File: src/rtl/rom_reader_pkg.sv
`default_nettype none
// ============================================================================
// Module      : rom_reader_pkg
// Description : Shared types and constants for the bipolar PROM dump reader:
//               FSM state encoding, default operation pin codes and the
//               bus widths of the supported chip types.
// Revision    : 1.0 - initial release
// ============================================================================
package rom_reader_pkg;

    // Reader FSM states, explicit 3-bit encoding
    typedef enum logic [2:0] {
        ST_IDLE    = 3'd0,
        ST_SETUP   = 3'd1,
        ST_SETTLE  = 3'd2,
        ST_CAPTURE = 3'd3,
        ST_PRESENT = 3'd4,
        ST_DONE    = 3'd5
    } state_e;

    // Operation pin codes (bit 0 = V1)
    localparam logic [3:0] C_OP_READ_DEFAULT = 4'b1100;
    localparam logic [3:0] C_OP_IDLE_DEFAULT = 4'b0011;

    // Chip geometries
    localparam int C_DATA_WIDTH_3604    = 8;
    localparam int C_ADDRESS_WIDTH_3604 = 9;
    localparam int C_DATA_WIDTH_3601    = 4;
    localparam int C_ADDRESS_WIDTH_3601 = 8;

endpackage
`default_nettype wire

File: src/rtl/rom_scan_reader_if.sv
`default_nettype none
// ============================================================================
// Module      : rom_scan_reader_if
// Description : Chip socket pins, control pulses and the captured-word
//               valid/ready handshake of the PROM reader. The master modport
//               is the reader itself. The checksum signal exists only when
//               ROM_READER_CHECKSUM_EN is defined.
// Revision    : 1.0 - initial release
// ============================================================================
interface rom_scan_reader_if #(
    parameter int DATA_WIDTH    = 8,
    parameter int ADDRESS_WIDTH = 9
);
    logic                     start;
    logic                     auto_mode;
    logic                     increment_address;
    logic                     decrement_address;
    logic [DATA_WIDTH-1:0]    data_line_in;
    logic [3:0]               operation;
    logic [ADDRESS_WIDTH-1:0] address_line;
    logic [DATA_WIDTH-1:0]    data_line;
    logic [ADDRESS_WIDTH-1:0] data_addr;
    logic                     data_valid;
    logic                     data_ready;
    logic                     busy;
    logic                     done;
`ifdef ROM_READER_CHECKSUM_EN
    logic [15:0]              checksum;

    modport master (
        input  start, auto_mode, increment_address, decrement_address,
        input  data_line_in, data_ready,
        output operation, address_line, data_line, data_addr,
        output data_valid, busy, done, checksum
    );
    modport slave (
        output start, auto_mode, increment_address, decrement_address,
        output data_line_in, data_ready,
        input  operation, address_line, data_line, data_addr,
        input  data_valid, busy, done, checksum
    );
`else
    modport master (
        input  start, auto_mode, increment_address, decrement_address,
        input  data_line_in, data_ready,
        output operation, address_line, data_line, data_addr,
        output data_valid, busy, done
    );
    modport slave (
        output start, auto_mode, increment_address, decrement_address,
        output data_line_in, data_ready,
        input  operation, address_line, data_line, data_addr,
        input  data_valid, busy, done
    );
`endif
endinterface
`default_nettype wire

File: src/rtl/rom_settle_timer.sv
`default_nettype none
// ============================================================================
// Module      : rom_settle_timer
// Description : Loadable down-counter that stops at zero; o_expired is high
//               while the count is zero. Loading N gives N+1 cycles of count
//               before (and including) the expired cycle.
// Revision    : 1.0 - initial release
// ============================================================================
module rom_settle_timer #(
    parameter int WIDTH = 2
) (
    input  wire logic             clk,
    input  wire logic             reset_n,
    input  wire logic             i_load,
    input  wire logic [WIDTH-1:0] i_load_value,
    input  wire logic             i_en,
    output logic                  o_expired
);
    logic [WIDTH-1:0] count_q;
    logic [WIDTH-1:0] count_d;

    // Next count: load wins, otherwise count down while enabled until zero
    always_comb begin
        count_d = count_q;
        if (i_load) begin
            count_d = i_load_value;
        end else if (i_en && (count_q != '0)) begin
            count_d = count_q - 1'b1;
        end
    end

    // Count register
    always_ff @(posedge clk or negedge reset_n) begin
        if (!reset_n) begin
            count_q <= '0;
        end else begin
            count_q <= count_d;
        end
    end

    assign o_expired = (count_q == '0);

endmodule
`default_nettype wire

File: src/rtl/rom_scan_reader.sv
`default_nettype none
// ============================================================================
// Module      : rom_scan_reader
// Description : PROM dump controller. Drives chip address and operation
//               pins, waits a settle time, captures the data word and offers
//               it on a valid/ready handshake. Manual single-step browsing
//               or automatic full-range scanning.
//               Optional feature macro: ROM_READER_CHECKSUM_EN adds a 16-bit
//               running sum of words transferred during an auto scan.
// Revision    : 1.0 - initial release
// ============================================================================
module rom_scan_reader
    import rom_reader_pkg::*;
#(
    parameter int         DATA_WIDTH    = C_DATA_WIDTH_3604,
    parameter int         ADDRESS_WIDTH = C_ADDRESS_WIDTH_3604,
    parameter int         SETTLE_CYCLES = 4,
    parameter logic [3:0] OP_READ       = C_OP_READ_DEFAULT,
    parameter logic [3:0] OP_IDLE       = C_OP_IDLE_DEFAULT
) (
    input  wire logic          clk,
    input  wire logic          reset_n,
    rom_scan_reader_if.master  bus
);
    // Timer loads SETTLE_CYCLES-1 so the SETTLE state lasts SETTLE_CYCLES cycles
    localparam int C_CNT_W = (SETTLE_CYCLES > 1) ? $clog2(SETTLE_CYCLES) : 1;
    localparam logic [C_CNT_W-1:0]       C_SETTLE_LOAD = C_CNT_W'(SETTLE_CYCLES - 1);
    localparam logic [ADDRESS_WIDTH-1:0] C_ADDR_LAST   = '1;

    state_e                   state_q, state_d;
    logic [ADDRESS_WIDTH-1:0] addr_q, addr_d;
    logic [DATA_WIDTH-1:0]    data_q, data_d;
    logic [ADDRESS_WIDTH-1:0] daddr_q, daddr_d;
    logic                     auto_q, auto_d;
    logic                     w_timer_load;
    logic                     w_settle_done;

    rom_settle_timer #(
        .WIDTH (C_CNT_W)
    ) u_settle_timer (
        .clk          (clk),
        .reset_n      (reset_n),
        .i_load       (w_timer_load),
        .i_load_value (C_SETTLE_LOAD),
        .i_en         (state_q == ST_SETTLE),
        .o_expired    (w_settle_done)
    );

    // Next-state, address, capture and mode decisions
    always_comb begin
        state_d      = state_q;
        addr_d       = addr_q;
        data_d       = data_q;
        daddr_d      = daddr_q;
        auto_d       = auto_q;
        w_timer_load = 1'b0;
        unique case (state_q)
            // DONE accepts the same triggers as IDLE; leaving it clears done
            ST_IDLE, ST_DONE: begin
                if (bus.start) begin
                    auto_d  = bus.auto_mode;
                    state_d = ST_SETUP;
                    if (bus.auto_mode) begin
                        addr_d = '0;
                    end
                end else if (bus.increment_address && !bus.decrement_address) begin
                    auto_d  = 1'b0;
                    addr_d  = addr_q + 1'b1;
                    state_d = ST_SETUP;
                end else if (bus.decrement_address && !bus.increment_address) begin
                    auto_d  = 1'b0;
                    addr_d  = addr_q - 1'b1;
                    state_d = ST_SETUP;
                end
            end
            ST_SETUP: begin
                w_timer_load = 1'b1;
                state_d      = ST_SETTLE;
            end
            ST_SETTLE: begin
                if (w_settle_done) begin
                    state_d = ST_CAPTURE;
                end
            end
            ST_CAPTURE: begin
                data_d  = bus.data_line_in;
                daddr_d = addr_q;
                state_d = ST_PRESENT;
            end
            ST_PRESENT: begin
                if (bus.data_ready) begin
                    if (!auto_q) begin
                        state_d = ST_IDLE;
                    end else if (addr_q == C_ADDR_LAST) begin
                        state_d = ST_DONE;
                    end else begin
                        addr_d  = addr_q + 1'b1;
                        state_d = ST_SETUP;
                    end
                end
            end
            default: state_d = ST_IDLE;
        endcase
    end

    // State and datapath registers
    always_ff @(posedge clk or negedge reset_n) begin
        if (!reset_n) begin
            state_q <= ST_IDLE;
            addr_q  <= '0;
            data_q  <= '0;
            daddr_q <= '0;
            auto_q  <= 1'b0;
        end else begin
            state_q <= state_d;
            addr_q  <= addr_d;
            data_q  <= data_d;
            daddr_q <= daddr_d;
            auto_q  <= auto_d;
        end
    end

    assign bus.operation    = ((state_q == ST_SETUP) || (state_q == ST_SETTLE) ||
                               (state_q == ST_CAPTURE)) ? OP_READ : OP_IDLE;
    assign bus.address_line = addr_q;
    assign bus.data_line    = data_q;
    assign bus.data_addr    = daddr_q;
    assign bus.data_valid   = (state_q == ST_PRESENT);
    assign bus.busy         = (state_q != ST_IDLE) && (state_q != ST_DONE);
    assign bus.done         = (state_q == ST_DONE);

`ifdef ROM_READER_CHECKSUM_EN
    logic [15:0] csum_q, csum_d;
    logic        w_auto_start;
    logic        w_auto_xfer;

    assign w_auto_start = ((state_q == ST_IDLE) || (state_q == ST_DONE)) &&
                          bus.start && bus.auto_mode;
    assign w_auto_xfer  = (state_q == ST_PRESENT) && bus.data_ready && auto_q;

    // Running sum: cleared by an auto start, accumulates auto-mode transfers only
    always_comb begin
        csum_d = csum_q;
        if (w_auto_start) begin
            csum_d = '0;
        end else if (w_auto_xfer) begin
            csum_d = csum_q + 16'(data_q);
        end
    end

    // Checksum register
    always_ff @(posedge clk or negedge reset_n) begin
        if (!reset_n) begin
            csum_q <= '0;
        end else begin
            csum_q <= csum_d;
        end
    end

    assign bus.checksum = csum_q;
`endif

endmodule
`default_nettype wire

File: src/flat_wrapper.sv
// flat-port wrapper written by rule: the top's interface ports become plain ports
module rom_scan_reader_flat import rom_reader_pkg::*;
#(
    parameter int         DATA_WIDTH    = C_DATA_WIDTH_3604,
    parameter int         ADDRESS_WIDTH = C_ADDRESS_WIDTH_3604,
    parameter int         SETTLE_CYCLES = 4,
    parameter logic [3:0] OP_READ       = C_OP_READ_DEFAULT,
    parameter logic [3:0] OP_IDLE       = C_OP_IDLE_DEFAULT
)
  (clk, reset_n, bus_start, bus_auto_mode, bus_increment_address, bus_decrement_address, bus_data_line_in, bus_data_ready, bus_operation, bus_address_line, bus_data_line, bus_data_addr, bus_data_valid, bus_busy, bus_done);
  rom_scan_reader_if #(.DATA_WIDTH(DATA_WIDTH), .ADDRESS_WIDTH(ADDRESS_WIDTH)) bus_i ();
  input  wire logic clk;
  input  wire logic reset_n;
  input wire logic [$bits(bus_i.start)-1:0] bus_start;
  input wire logic [$bits(bus_i.auto_mode)-1:0] bus_auto_mode;
  input wire logic [$bits(bus_i.increment_address)-1:0] bus_increment_address;
  input wire logic [$bits(bus_i.decrement_address)-1:0] bus_decrement_address;
  input wire logic [$bits(bus_i.data_line_in)-1:0] bus_data_line_in;
  input wire logic [$bits(bus_i.data_ready)-1:0] bus_data_ready;
  output wire logic [$bits(bus_i.operation)-1:0] bus_operation;
  output wire logic [$bits(bus_i.address_line)-1:0] bus_address_line;
  output wire logic [$bits(bus_i.data_line)-1:0] bus_data_line;
  output wire logic [$bits(bus_i.data_addr)-1:0] bus_data_addr;
  output wire logic [$bits(bus_i.data_valid)-1:0] bus_data_valid;
  output wire logic [$bits(bus_i.busy)-1:0] bus_busy;
  output wire logic [$bits(bus_i.done)-1:0] bus_done;
  assign bus_i.start = bus_start;
  assign bus_i.auto_mode = bus_auto_mode;
  assign bus_i.increment_address = bus_increment_address;
  assign bus_i.decrement_address = bus_decrement_address;
  assign bus_i.data_line_in = bus_data_line_in;
  assign bus_i.data_ready = bus_data_ready;
  assign bus_operation = bus_i.operation;
  assign bus_address_line = bus_i.address_line;
  assign bus_data_line = bus_i.data_line;
  assign bus_data_addr = bus_i.data_addr;
  assign bus_data_valid = bus_i.data_valid;
  assign bus_busy = bus_i.busy;
  assign bus_done = bus_i.done;
  rom_scan_reader #(.DATA_WIDTH(DATA_WIDTH), .ADDRESS_WIDTH(ADDRESS_WIDTH), .SETTLE_CYCLES(SETTLE_CYCLES), .OP_READ(OP_READ), .OP_IDLE(OP_IDLE)) u_core (.clk(clk), .reset_n(reset_n), .bus(bus_i));
endmodule
File: config.mk
export PLATFORM = sky130hd
export DESIGN_NAME = rom_scan_reader_flat
export DESIGN_NICKNAME = d
export VERILOG_FILES = /design/src/rtl/rom_reader_pkg.sv /design/src/rtl/rom_scan_reader_if.sv /design/src/rtl/rom_settle_timer.sv /design/src/rtl/rom_scan_reader.sv /design/src/flat_wrapper.sv
export SDC_FILE = /design/constraint.sdc
export NUM_CORES = 1
export LEC_CHECK = 0
export CORE_MARGIN = 4
export CORE_UTILIZATION = 40
export DETAILED_ROUTE_END_ITERATION = 8
export PLACE_DENSITY = 0.68
export SLEW_MARGIN = 0
export SYNTH_ARGS = -nofsm -noshare
export SYNTH_HDL_FRONTEND = slang
export SYNTH_SLANG_ARGS = --single-unit
File: constraint.sdc
create_clock -name clk -period 4.1 [get_ports clk]
set_input_delay 0.615 -clock clk [delete_from_list [all_inputs] [get_ports clk]]
set_output_delay 0.615 -clock clk [all_outputs]
set_load 0.05 [all_outputs]
Word-level counts from Yosys, hierarchy flattened
Cells that the tools add are included.
{ "totals": {"regBits": 32, "input_bits": 15, "out_inout_bits": 33, "wordCells": 64} }
{ "classes": {"add_sub_neg": 3, "eq_ne": 13, "mux": 23, "n_reduce_logical": 19} }
{ "ops": {"columns": ["cell", "count"], "rows": [
  ["$mux W9", 7],
  ["$mux W3", 7],
  ["$pmux W9 S2", 1],
  ["$pmux W3 S5", 1],
  ["$add A9 B1 Y9 const B", 1],
  ["$eq A9 B9 Y1 const B", 1],
  ["$sub A9 B1 Y9 const B", 1],
  ["$eq A3 B2 Y1 const B", 2],
  ["$eq A3 B3 Y1 const B", 2],
  ["$ne A3 B3 Y1 const B", 2],
  ["$reduce_and A6 Y1", 1],
  ["$reduce_bool A2 Y1", 3],
  ["$reduce_bool A3 Y1", 2],
  ["$logic_and A1 B1 Y1", 4],
  ["$mux W1", 4],
  ["$mux W2", 2],
  ["$mux W4", 1],
  ["$ne A2 B1 Y1 const B", 2],
  ["$ne A2 B2 Y1 const B", 2],
  ["$ne A4 B2 Y1 const B", 1],
  ["$eq A3 B1 Y1 const B", 1],
  ["$logic_not A3 Y1", 1],
  ["$reduce_and A3 Y1", 1],
  ["$logic_not A1 Y1", 2],
  ["5 further kinds", 6]
]} }

Longest topological paths before layout
Gate-level depths: netlist (run 1).
{ "logic_depth": {"depth_word": 6, "depth_mapped": 10, "ltp_nobuf": 8} }

Hierarchy
Synthesis (run 1) repeated with hierarchy kept, for this count alone.
{ "unflattened": {"hier_cells": 174, "area_unflattened_um2": 1749.2} }
{ "by_module_without_submodules": {"columns": ["mod", "instances", "cells_each", "area_each_um2", "seq_area_each_um2"], "rows": [
  ["rom_scan_reader", 1, 161, 1616.6, 750.7],
  ["rom_settle_timer", 1, 13, 132.6, 50.0]
]} }

Least setup slack after synthesis (run 1)
No wires, ideal clock.
{ "synth_path": {"path_kind": "flip-flop to output port", "start": "reg u_core.state_q[1]", "end": "out bus_operation[1]", "arrival_time_ns": 2.331, "required_ns": 3.485, "slack_ns": 1.154, "path_stages_with_launch": 6, "n_path_buf": 2, "cell_sequence": "dfrtp_1 -> clkbuf_1 -> nor2_1 -> nor2_1 -> inv_1 -> buf_4"} }
{ "synth_between": {"elab_chain_len": 4, "elab_cells_between_ends": 6, "classes_between": "eq/ne: 3; mux: 1; reduce/logical: 2"} }
{ "synth_rtl": {"columns": ["element", "line_no", "text"], "rows": [
  ["start, declared", "rom_scan_reader.sv:30", "state_e state_q, state_d;"],
  ["start signal, assigned", "rom_scan_reader.sv:115", "state_q <= state_d;"],
  ["$eq A3 B1 Y1 or $eq A3 B2 Y1 (tied branches)", "rom_scan_reader.sv:123", "assign bus.operation = ((state_q == ST_SETUP) || (state_q == ST_SETTLE) ||"],
  ["$logic_or A1 B1 Y1", "rom_scan_reader.sv:123", null],
  ["$logic_or A1 B1 Y1 *", "rom_scan_reader.sv:123", null],
  ["$mux W4 *", "rom_scan_reader.sv:124", "(state_q == ST_CAPTURE)) ? OP_READ : OP_IDLE;"],
  ["end, declared", "flat_wrapper.sv:20", "output wire logic [$bits(bus_i.operation)-1:0] bus_operation;"]
]} }
Mark *: on every way between the ends. The rest lies on a longest branch, timed or not.

Worst setup path in the final report (run 1)
{ "layout_path": {"start": "reg u_core.state_q[1]", "end": "out bus_data_valid"} }
{ "layout_between": {"elab_chain_len": 1} }
{ "layout_rtl": {"columns": ["element", "line_no", "text"], "rows": [
  ["$eq A3 B3 Y1", "rom_scan_reader.sv:128", "assign bus.data_valid = (state_q == ST_PRESENT);"],
  ["end, declared", "flat_wrapper.sv:24", "output wire logic [$bits(bus_i.data_valid)-1:0] bus_data_valid;"]
]} }
Every way passes these cells.

==> results.toml, run 1 <==
[status]
status = "completed"

[route]
drt_iter0_drc = 84
drc = 0
vias = 1430
firstDrtPassIters = 4
dr.max_layer_used = "met4"
dr_wl_met3_um = 209
wire_per_inst_um = 13.9
wirelength_um = 3790
wl_met2_um = 1710
vias_per_cell = 5.26
wl_met1_um = 1820
ant_nets = 0

[clocking]
cts_resized = 0
cts_tree = "built"
clk_latency_ps = 280
postCtsHoldBufs = 0
cts_setup_buffers = 0
clockRootBuffer = "clkbuf_8"
cts_buffers = 5
cts_buffer_depth = 2
clkSlewWorstSetupHoldPaths_ps = 70
htree_num_levels = 2
cts_num_sinks = 32

[layout]
syn2layout_area_growth_pct = 34.8
final_layout_size_suffix_gt1_share_pct = 14.0
fin_nets = 242
fin_area_um2 = 2360
fill_cells = 364
n_antenna_cell = 0

[sta]
grt_setup_unrepaired = "false"
drv_slew = 0
relSlewSlack_pct = 38.5
min_period_over_period_pct = 70.4
period_minus_slack_ps = 2890
setup_viol = 0
setup-tns-final_ps = 0
fmax_mhz = 347
hold_viol = 0
timing_worst_slew_pin_value_ps = 920
skew_ps = 7.25

[placement]
place_hpwl_um = 2740
placed_area_um2 = 2240
place.gp.congestion = 0.828
numPortBuffers = 47

[die]
dieWidth_um = 74.2
io_pins = 48
num_rows = 23
die_area_um2 = 5510
core_area_um2 = 4120
die_y_um = 74.2
start_util_pct = 42.6

[setup_path]
rr_endpoint = "u_core.bus.address_line[5]"
rr_worst_depth = 8
criticalPathCategory = "reg2out"
worstSetupEndpointType = "primary output"
worst_ep_required_time_ps = 3480
critPathMaxFanout = 16
r2r-start = "u_core.bus.address_line[2]"
cp-start-kind = "flip-flop"
worst-r2r-setup-slack_ps = 1870
arrival_ps = 2270

[synthesis]
synthAdderAreaFrac_pct = 4.28
postSynthCellCount = 176
yosysMostFrequentCell = "dfrtp_1"
avgSynthCellArea_um2 = 9.96
synth_edf_count = 0
yosysWarnings = 0
yosys-mux-area-fraction_pct = 9.56
synth_area_leaders = "dfrtp_1 46%, mux2_2 9.0%, ha_1 4.3%"
synth_top_area_share_pct = 45.7
ys_seq_area_share_pct = 45.7
async_flop_share_pct = 100
synth-compound-area-share_pct = 16.6
synthXorXnorAreaFrac_pct = 1.50
yosysUniqueCellTypes = 43
syn_nets = 197
yosysTopAreaCell = "dfrtp_1"
synth_ff_type = "dfrtp_1"
synth_common_cells = "32 x dfrtp_1, 14 x mux2_2, 13 x inv_1"
netlist_area_um2 = 1750
synth-seq-cells = 32
synth_top_family_by_area = "compound AO/OA/AOI/OAI gates"
synth_simple_gate_area_share_pct = 16.0

[flow_run]
cap_violations = 0

[worst_hold_path]
hp-start = "u_core.bus.data_addr[0]"
min_path_cells = 2
holdPathEnd = "u_core.bus.data_addr[0]"
hold_path_class = "reg2reg"

[grt]
grt_max_degree = 33
gr-total-overflow = 0
grt_first_pass_wirelength_um = 6490
antenna_found_initial = 0
grt_pass1_vias = 1396
grtUsageTotal_pct = 15.5
[worst max-delay path by stage]
| stage | startpoint | end | cells past startpoint |
|---|---|---|---|
| CTS | u_core.state_q[1] | bus_data_valid | 3 |
| floorplan | u_core.state_q[1] | bus_operation[1] | 5 |
| global route | u_core.state_q[1] | bus_data_valid | 3 |
| global placement | bus_decrement_address | u_core.bus.address_line[5] | 8 |
| detailed placement | bus_decrement_address | u_core.bus.address_line[6] | 8 |
| finish | u_core.state_q[1] | bus_data_valid | 3 |
[through the flow]
stage / cells / hold WS (ps) / utilization, % / worst slack [ps]
after floorplan: 176 / 319 / - / 1150
final: 272 / 486 / 57.4 / 1210
after CTS: 272 / 494 / 57.4 / 1210
after global routing: 272 / 520 / 57.4 / 1150
after detailed placement: 264 / 474 / 54.3 / 1160
after global placement: 264 / 467 / 54.3 / 1280
[registers in the layout, indices dropped and copies added, names as in the netlist]
signal                         cells
u_core.auto_q                      1
u_core.bus.address_line            9
u_core.bus.data_addr               9
u_core.bus.data_line               8
u_core.state_q                     3
u_core.u_settle_timer.count_q      2
[worst max-delay path, stage by stage (launching register included)]
cell and delay (ps):
dfrtp_1 550, or3b_4 520, clkinv_2 110, clkdlybuf4s50_1 810
[area by class of cell]
| cell class | count | area, µm² | area share, % |
|---|---|---|---|
| Clock buffer | 7 | 96.3 | 4.08 |
| Clock inverter | 1 | 30.0 | 1.27 |
| Inverter | 14 | 53.8 | 2.28 |
| Multi-Input combinational cell | 120 | 841 | 35.6 |
| Sequential cell | 32 | 801 | 33.9 |
| Tap cell | 50 | 62.6 | 2.65 |
| Timing Repair Buffer | 48 | 478 | 20.2 |
[layout by cell type, fill, tap and decap left out, drive strengths merged, types with 3 or more instances in the layout]
master	n
mux2	14
ha	6
o31a	3
clkdlybuf4s50	47
a21oi	11
o22a	3
dfrtp	32
o21ai	13
inv	13
nor3b	3
clkbuf	7
nand3	3
nor3	9
nor2	12
nand2	9
or3	5
[cells by family after synthesis]
kind of cell,count (synthesis)
DFF,32
xor gates and xnor gates,3
AOI/OAI and AO/OA,44
adders and majority gates,6
buffers and inverters,24
and+or+nand+nor,52
muxes,15
[layer usage]
metal | vias up | global-route usage [%]
met4 | 0 | 6.64
met5 | - | 0
li1 | 723 | -
met2 | 32 | 23.5
met1 | 671 | 20.8
met3 | 4 | 4.19
Power of run 1 is left out: the tool's default activity adds up to more than one toggle a clock period on the data nets, which glitch-free logic cannot reach.
==> run 2, diff against run 1 <==
- PLACE_DENSITY: 0.68 -> 0.71
- clock period: 4.1 -> 2.6 ns (I/O delays scaled with it)
==> run 2 against run 1 <==
  * Via count rose by 1.3%
  * First-iteration DRC count rose by 38%
  * Die area did not move
  * Sequential share of layout area rose by 0.090 points
  * Setup slack got worse by 1000 ps
  * Routed wire length rose by 0.18%
  * Core utilization fell by 0.15 points
  * Sequential cell count did not move
  * Critical path depth did not move
  * Final cell count rose by 1.5%
  * Non-clock buffer count rose by 5
  * Global-route usage rose by 0.67 points
  * Critical path type unchanged
  * Largest cell class unchanged
==> results.toml, run 2 (synthesis gave the netlist of run 1 again) <==
[clocking]
clkSlewWorstSetupHoldPaths_ps = 60
cts_buffer_depth = 2
cts_tree = "built"
clockRootBuffer = "clkbuf_8"
clk_latency_ps = 280
cts_num_sinks = 32
cts_buffers = 5
htree_num_levels = 2
postCtsHoldBufs = 0

[sta]
min_period_over_period_pct = 92.8
grt_setup_unrepaired = "false"
fmax_mhz = 414
skew_ps = 3.35
relSlewSlack_pct = 65.2
drv_slew = 0
timing_worst_slew_pin_value_ps = 521
hold_viol = 0
period_minus_slack_ps = 2410
setup_viol = 0

[setup_path]
crit_path_cell_trace = "nor2_1 -> nor2_2 -> clkdlybuf4s50_1"
path_delay_family = "buffers and inverters"
r2r-start = "u_core.bus.address_line[3]"
crit_slowest_cell = "clkdlybuf4s50_1"
criticalPathCategory = "reg2out"
crit_cells = 3
rr_worst_depth = 9
critPathMaxFanout = 16
worst-r2r-setup-slack_ps = 390
cpPeakStageDelay_ps = 810
worst_ep_required_time_ps = 2210
arrival_ps = 2020
path_buf_inv = 1
cp-start-kind = "flip-flop"
rr_endpoint = "u_core.bus.address_line[5]"
worstSetupEndpointType = "primary output"

[grt]
antenna_found_initial = 0
grt_first_pass_wirelength_um = 6740
grtUsageTotal_pct = 16.1
gr-total-overflow = 0
grt_pass1_vias = 1403
grt_max_degree = 33

[die]
start_util_pct = 42.6
die_area_um2 = 5510
core_area_um2 = 4120
die_y_um = 74.2
io_pins = 48
num_rows = 23
dieWidth_um = 74.2

[route]
firstDrtPassIters = 4
vias_per_cell = 5.25
drc = 0
drt_iter0_drc = 116
wire_per_inst_um = 13.8
wirelength_um = 3800
ant_nets = 0
vias = 1448

[placement]
numPortBuffers = 47
place.gp.congestion = 0.854
dp.cells = 269
place_hpwl_um = 2770

[worst_hold_path]
holdPathEnd = "u_core.bus.data_addr[0]"
min_path_cells = 2
hold_path_class = "reg2reg"
hp-start = "u_core.bus.data_addr[0]"

[layout]
layout_commonest_cell = "clkdlybuf4s50_1"
syn2layout_area_growth_pct = 34.4
final_layout_size_suffix_gt1_share_pct = 15.9
final-seq-area_um2 = 801
n_antenna_cell = 0
mostFrequentLayoutCells = "44 x clkdlybuf4s50_1, 32 x dfrtp_1, 14 x mux2_2, 13 x inv_1, 12 x o21ai_0"
finish.utilization_pct = 57.3
stdcell_count = 276
fin_nets = 247
multi_input_area_um2 = 843
fill_cells = 372

[flow_run]
cap_violations = 0

[status]
status = "completed"
run 2: worst reg2reg max path: cells and delay by family, from the launching register on:
| kind | cells | cell delay (ps) |
|---|---|---|
| buffers and inverters | 1 | 200 |
| adders and majority gates | 1 | 230 |
| and+or+nand+nor | 5 | 980 |
| DFF | 1 | 460 |
| AOI/OAI and AO/OA | 2 | 260 |
run 2: worst max path at each step:
stage	from	end	slack, ps
after detailed placement	bus_decrement_address	u_core.bus.address_line[5]	-9
after global routing	u_core.state_q[1]	bus_operation[2]	30
after global placement	bus_decrement_address	u_core.bus.address_line[6]	70
after CTS	u_core.state_q[0]	bus_busy	100
final	u_core.state_q[1]	bus_operation[3]	190
after floorplan	u_core.state_q[1]	bus_operation[1]	230
run 2: metrics by stage:
step / TNS (ps) / setup WS, ps / hold WS, ps / area, µm²
2_1_floorplan: 0 / 230 / 94.4 / 1760
3_3_place_gp: 0 / 67.7 / 470 / 2270
3_5_place_dp: -9.46 / -9.46 / 474 / 2270
4_1_cts: 0 / 105 / 488 / 2350
5_1_grt: 0 / 31.9 / 516 / 2360
6_report: 0 / 187 / 483 / 2360
run 2: per-layer routing:
metal / global-route usage [%] / vias up / part of all wire (%)
li1: - / 725 / -
met1: 21.2 / 677 / 46
met2: 24.7 / 42 / 45
met3: 5.95 / 4 / 7.5
met4: 5.43 / 0 / 1.2
met5: 0 / - / 0
run 2: final cells by class:
cell class	count	area share, %
Inverter	14	2.28
Tap cell	50	2.66
Sequential cell	32	34.0
Clock buffer	6	3.08
Timing Repair Buffer	53	22.0
Multi-Input combinational cell	120	35.8
Clock inverter	1	0.212
run 2: timing repair:
item | 4_1_cts | 5_1_grt
gates resized for setup | 0 | 2
setup buffers | 0 | 0
setup endpoints to repair | 0 | 2
Power of run 2 is left out for the same reason.
